==> src/rtl/vram_arbiter.sv <==
// Shared text/font VRAM arbiter: video fetch slots always win, CPU accesses fill the idle slots.
// Define VRAM_CPU_FONT_WR_EN to let CPU writes reach the font region (0x1000-0x1FFF).
module vram_arbiter (
  input  logic        clk_vga,
  input  logic        rst_n,
  input  logic        fetch_cell,
  input  logic        fetch_font,
  input  logic [11:0] cell_addr,
  input  logic [3:0]  font_line,
  input  logic        cpu_req,
  input  logic        cpu_we,
  input  logic [12:0] cpu_addr,
  input  logic [7:0]  cpu_wdata,
  output logic        cpu_ack,
  output logic [7:0]  cpu_rdata,
  output logic [12:0] ram_addr,
  output logic        ram_we,
  output logic [7:0]  ram_wdata,
  input  logic [7:0]  ram_rdata,
  output logic [7:0]  char_code,
  output logic [7:0]  glyph_bits,
  output logic        glyph_valid
);

  localparam int unsigned ADDR_W = 13;

  localparam logic [1:0] ST_IDLE      = 2'd0;
  localparam logic [1:0] ST_WAIT_DATA = 2'd1;
  localparam logic [1:0] ST_DONE      = 2'd2;

  localparam logic [1:0] TAG_NONE = 2'd0;
  localparam logic [1:0] TAG_CELL = 2'd1;
  localparam logic [1:0] TAG_FONT = 2'd2;
  localparam logic [1:0] TAG_CPU  = 2'd3;

  logic [1:0]        state_q, state_d;
  logic              holdoff_q, holdoff_d;
  logic [1:0]        tag_q, tag_d;
  logic [ADDR_W-1:0] addr_q;
  logic [ADDR_W-1:0] font_addr;
  logic              issue_cell, issue_font, issue_cpu;
  logic              cpu_wr_allowed;

  assign font_addr = {1'b1, char_code, font_line};

`ifdef VRAM_CPU_FONT_WR_EN
  assign cpu_wr_allowed = 1'b1;
`else
  assign cpu_wr_allowed = ~cpu_addr[ADDR_W-1];
`endif

  // Slot owner for this cycle; nothing issues while reset is asserted.
  always_comb begin
    issue_cell = 1'b0;
    issue_font = 1'b0;
    issue_cpu  = 1'b0;
    if (rst_n) begin
      issue_cell = fetch_cell;
      issue_font = fetch_font & ~fetch_cell;
      issue_cpu  = cpu_req & ~fetch_cell & ~fetch_font &
                   (state_q == ST_IDLE) & ~holdoff_q;
    end
  end

  // RAM port drive; the address holds its last issued value on idle cycles.
  always_comb begin
    ram_addr  = addr_q;
    ram_we    = 1'b0;
    ram_wdata = '0;
    tag_d     = TAG_NONE;
    if (issue_cell) begin
      ram_addr = {1'b0, cell_addr};
      tag_d    = TAG_CELL;
    end else if (issue_font) begin
      ram_addr = font_addr;
      tag_d    = TAG_FONT;
    end else if (issue_cpu) begin
      ram_addr = cpu_addr;
      ram_we   = cpu_we & cpu_wr_allowed;
      tag_d    = TAG_CPU;
      if (cpu_we) begin
        ram_wdata = cpu_wdata;
      end
    end
  end

  // CPU FSM; the cycle after DONE still ignores a held request.
  always_comb begin
    state_d   = state_q;
    holdoff_d = 1'b0;
    case (state_q)
      ST_IDLE: begin
        if (issue_cpu) begin
          state_d = cpu_we ? ST_DONE : ST_WAIT_DATA;
        end
      end
      ST_WAIT_DATA: begin
        state_d = ST_DONE;
      end
      ST_DONE: begin
        state_d   = ST_IDLE;
        holdoff_d = 1'b1;
      end
      default: begin
        state_d = ST_IDLE;
      end
    endcase
  end

  always_ff @(posedge clk_vga or negedge rst_n) begin
    if (!rst_n) begin
      state_q   <= ST_IDLE;
      holdoff_q <= 1'b0;
      tag_q     <= TAG_NONE;
      addr_q    <= '0;
      cpu_ack   <= 1'b0;
      cpu_rdata <= '0;
    end else begin
      state_q   <= state_d;
      holdoff_q <= holdoff_d;
      tag_q     <= tag_d;
      cpu_ack   <= (state_d == ST_DONE);
      if (issue_cell | issue_font | issue_cpu) begin
        addr_q <= ram_addr;
      end
      if ((state_q == ST_WAIT_DATA) && (tag_q == TAG_CPU)) begin
        cpu_rdata <= ram_rdata;
      end
    end
  end

  // Video return path, routed by the tag of the access issued last cycle.
  always_ff @(posedge clk_vga or negedge rst_n) begin
    if (!rst_n) begin
      char_code   <= '0;
      glyph_bits  <= '0;
      glyph_valid <= 1'b0;
    end else begin
      glyph_valid <= (tag_q == TAG_FONT);
      if (tag_q == TAG_CELL) begin
        char_code <= ram_rdata;
      end
      if (tag_q == TAG_FONT) begin
        glyph_bits <= ram_rdata;
      end
    end
  end

endmodule

==> config.mk <==
export PLATFORM = sky130hd
export DESIGN_NAME = vram_arbiter
export DESIGN_NICKNAME = d
export VERILOG_FILES = /design/src/rtl/vram_arbiter.sv
export SDC_FILE = /design/constraint.sdc
export NUM_CORES = 1
export LEC_CHECK = 0
export ABC_AREA = 0
export CAP_MARGIN = 0
export CORE_MARGIN = 4
export CORE_UTILIZATION = 45
export CTS_CLUSTER_DIAMETER = 120
export DETAILED_ROUTE_END_ITERATION = 8
export PLACE_DENSITY = 0.84
export SYNTH_ARGS = -nofsm -noshare
export SYNTH_HDL_FRONTEND = slang
export SYNTH_SLANG_ARGS = --single-unit
export TNS_END_PERCENT = 10
==> constraint.sdc <==
create_clock -name clk_vga -period 2.95 [get_ports clk_vga]
set_input_delay 0.7375 -clock clk_vga [delete_from_list [all_inputs] [get_ports clk_vga]]
set_output_delay 0.7375 -clock clk_vga [all_outputs]
set_load 0.005 [all_outputs]
==> results <==
- The flow ran to the end, and the final reports show no timing, DRC or antenna violations.
- The most numerous cell in the Yosys netlist is sky130_fd_sc_hd__dfrtp_1.
- At the pin with the least slew margin, the transition time is 863 ps.
- After detailed routing, the number of remaining DRC violations is 0.
- The sequential cells in the finished layout cover a total of between 1000 and 1500 um2.
- The register bit total from synthesis is 44.
- The number of enable flip-flop cells after synthesis is 0.
- Entering global routing, the biggest net connects 34 pins.
- The via count of the first global-routing pass is 2,437.
- Of all cell types, the one taking the most synthesized area is sky130_fd_sc_hd__dfrtp_1.
- Dividing the detail-routed via count by the number of cells gives between 5 and 6.
- The layout filler cell count is around 320.
- The core footprint is 4820 um2.
- At the end of routability-driven placement, the weighted congestion stood at 0.791.
- Setup slack closes at between 20 and 30 ps.
- The post-synthesis cell count is 200.
- The CTS tree is done.
- After synthesis, the share of flip-flops with an asynchronous set or reset is 1.00.
- Max-cap violations in this run came to 0.
- The count of final setup violators is 0.
- The highest net fanout along the worst path is 18.
- Sorting the synthesized cells by how often they occur yields 44 x sky130_fd_sc_hd__dfrtp_1, 36 x sky130_fd_sc_hd__o211ai_1, 24 x sky130_fd_sc_hd__mux2_2.
- The count of pins on the block boundary is 99.
- The overall routed net length is 7510 um.
- Setup repair after global routing left no endpoint under its margin.
- The clock skew after layout is approximately 6.5 ps.
- Ranked by total cell area, the synthesized netlist is headed by sky130_fd_sc_hd__dfrtp_1 48%, sky130_fd_sc_hd__o211ai_1 12%, sky130_fd_sc_hd__mux2_2 12%.
- STA puts the critical path data required time at 2210 ps.
- For this run, the register share of the synthesized area comes to 0.485.
- The final critical-path share of the clock period is 0.990.
- The final number of hold-violating endpoints is 0.
- For this configuration, the core starts out at a cell density of 0.471.
- The estimated wirelength of the detail-placed design is 5040 um.
- A synthesized cell averages 11.4 um2.
- The nature of the critical path endpoint is a primary output.
- The floorplan die height is 79.0 um.
- The share of synthesized area in the top cell type comes to 0.485.
- Before CTS, the worst setup slack after placement is -522 ps.
- The root buffer cell chosen for the clock tree is sky130_fd_sc_hd__clkbuf_8.
- The final critical path time including I/O delays and setup is 2920 ps.
- The detail route stage leaves a number of antenna-violating nets equal to 0.
- The initial antenna violation count is 0.
- After synthesis the cells add up to 2270 um2.
- The wire length of the first global-routing pass is about 12,000 um.
- The deepest clock path buffer count is 2.
- The worst endpoint data arrival time is 2180 ps.
- The violation count after the first detailed-routing iteration is 164.
- In the final layout, the multi-input gates occupy about 1100 um2.
- Global routing finished with a remaining overflow of 0.
- The type of the worst setup path is in -> out.
- The first TritonRoute pass finished after 4 iterations.
- CTS built an H-tree with a depth of 2.
- The finished layout holds 403 standard cells, fillers aside.
- The horizontal die dimension is approximately 79 um.
- The share of final-layout standard cells stronger than drive strength 1 is 0.324.
- The number of buffers inserted during clock tree synthesis is 5.
- Dividing total power by cell area gives a power density of 434 nW/um2.
- The area of the die is 6250 um2.
- During synthesis, Yosys emitted a total of 0 warnings.
- The number of clock sinks is 44.
- The clock latency on the worst-skew pair is 300 ps.
- The max-slew violation total from the final report was 0.
- The worst-case IR drop observed on VDD is between 0.0004 and 0.0005 V.
- The startpoint type of the worst setup path is an input port.
- The layout overhead on the synthesized area is 64.7%.
- The maximum clock rate is 342 MHz.
- The wire length per cell after detailed routing is about 19 um.
- The number of antenna repair diodes is 0.
- The number of placed cells counting well taps is 378.
- The path class of the tightest hold or removal check is in -> async.
- The number of nets handed over by synthesis was 251.
- The analysis attributes to cell leakage a power of ~0.0016 uW.
- After floorplanning, the core was divided into 25 placement rows.
- The aggregate global-route resource usage is 0.247.
- Among all flip-flop cells after synthesis, the most frequent one is sky130_fd_sc_hd__dfrtp_1.
- The worst pin sits at a relative slew slack of 0.424.
- The detailed router placed roughly 2.2k vias in this run.
- Counting distinct cell types in the post-synthesis netlist gives 24.
- The clock-pin transition on the worst setup and hold timing paths is approximately 80 ps.
- The final layout contains 387 nets.
- The number of port buffers is 98.
- The sum of negative setup slack is 0 ps.
-- report_power, final --
part	total, uW	leakage [uW]	internal [uW]	switching (uW)
Combinational	513	0.00107	321	192
Sequential	740	0.000530	695	45.2
Clock	369	0.0000400	161	209
-- cells by family after synthesis --
| logic type | after synthesis | synth area share |
|---|---|---|
| AO/OA/AOI/OAI | 63 | 0.203 |
| buffers and inverters | 18 | 0.0402 |
| flip-flops | 44 | 0.485 |
| multiplexers | 24 | 0.119 |
| AND/OR/NAND/NOR | 51 | 0.153 |
-- what timing repair did --
| item | CTS | global route |
|---|---|---|
| endpoints found under the setup margin | 22 | 23 |
| resized for setup | 89 | 11 |
| hold buffers | 0 | 0 |
| pin swaps | 3 | 2 |
| gates cloned | 4 | 0 |
| buffers inserted | 14 | 0 |
-- per-stage QoR --
step / hold WS, ps / total power [uW] / instance area, um2 / utilization
final: 240 / 1620 / 3740 / 0.776
after global routing: 230 / 1710 / 3740 / 0.776
after CTS: 237 / 1630 / 3760 / 0.781
after detailed placement: 489 / 1280 / 3500 / 0.728
after global placement: 475 / 1260 / 3500 / 0.728
after floorplan: 442 / 927 / 2270 / -
-- registers in the layout (all words and copies together) (netlist names) --
register     cells
addr_q          13
char_code        8
cpu_ack          1
cpu_rdata        8
glyph_bits       8
glyph_valid      1
holdoff_q        1
state_q          2
tag_q            2
-- per-layer routing --
| layer | routed length (um) | GRT usage | vias up |
|---|---|---|---|
| li1 | - | - | 1033 |
| met5 | 0 | 0 | - |
| met2 | 3820 | 0.425 | 91 |
| met4 | 149 | 0.0756 | 0 |
| met3 | 518 | 0.0646 | 18 |
| met1 | 3010 | 0.304 | 1102 |
-- worst paths after layout --
check	start	endpoint	slack (ps)	cells after the start
min in group clk_vga	state_q[0]$_DFF_PN0_	holdoff_q$_DFF_PN0_	510	1
min	rst_n	addr_q[12]$_DFFE_PN0P_	240	1
min reg2reg	state_q[0]$_DFF_PN0_	holdoff_q$_DFF_PN0_	510	1
max	fetch_cell	ram_addr[0]	30	7
max in group asynchronous	rst_n	cpu_rdata[4]$_DFFE_PN0P_	2110	2
max reg2reg	state_q[0]$_DFF_PN0_	addr_q[12]$_DFFE_PN0P_	450	13
-- worst max-delay path, stage by stage --
cell and delay [ps]:
sky130_fd_sc_hd__dlygate4sd2_1 270, sky130_fd_sc_hd__buf_4 200, sky130_fd_sc_hd__buf_12 150, sky130_fd_sc_hd__and3b_1 200, sky130_fd_sc_hd__o21ai_0 310, sky130_fd_sc_hd__o211ai_1 170, sky130_fd_sc_hd__buf_2 160
-- layout make-up --
cell class | instances | share of cell area
clock buffers | 5 | 0.0184
well taps | 67 | 0.0224
clock inverters | 2 | 0.00335
multi-input cells | 139 | 0.304
inverters | 2 | 0.00201
repair buffers | 144 | 0.356
flip-flops and latches | 44 | 0.294
-- layout by cell type (no fill, tap or decap), drive strengths merged --
cell           Yosys  layout
dfrtp             44      44
clkinv             0       1
clkdlybuf4s50      0      72
o211a              2       2
nand2b             2       2
nor2               3       3
nand2              4       4
buf                7      60
nand4b             1       1
clkdlybuf4s15      0       3
o21ai             12      12
nor2b              2       2
dlygate4sd2        0       2
and2              21      21
clkbuf             9       9
nand3b             2       2
a31oi              1       1
and3b             13      13
inv                2       2
o2111ai           12      12
dlymetal6s2s       0       1
clkinvlp           0       1
nor4bb             1       1
mux2              24      24
bufbuf             0       2
and3               1       2
o211ai            36      36
nor3               1       1
No activity file was read; power rests on OpenSTA's default activity.
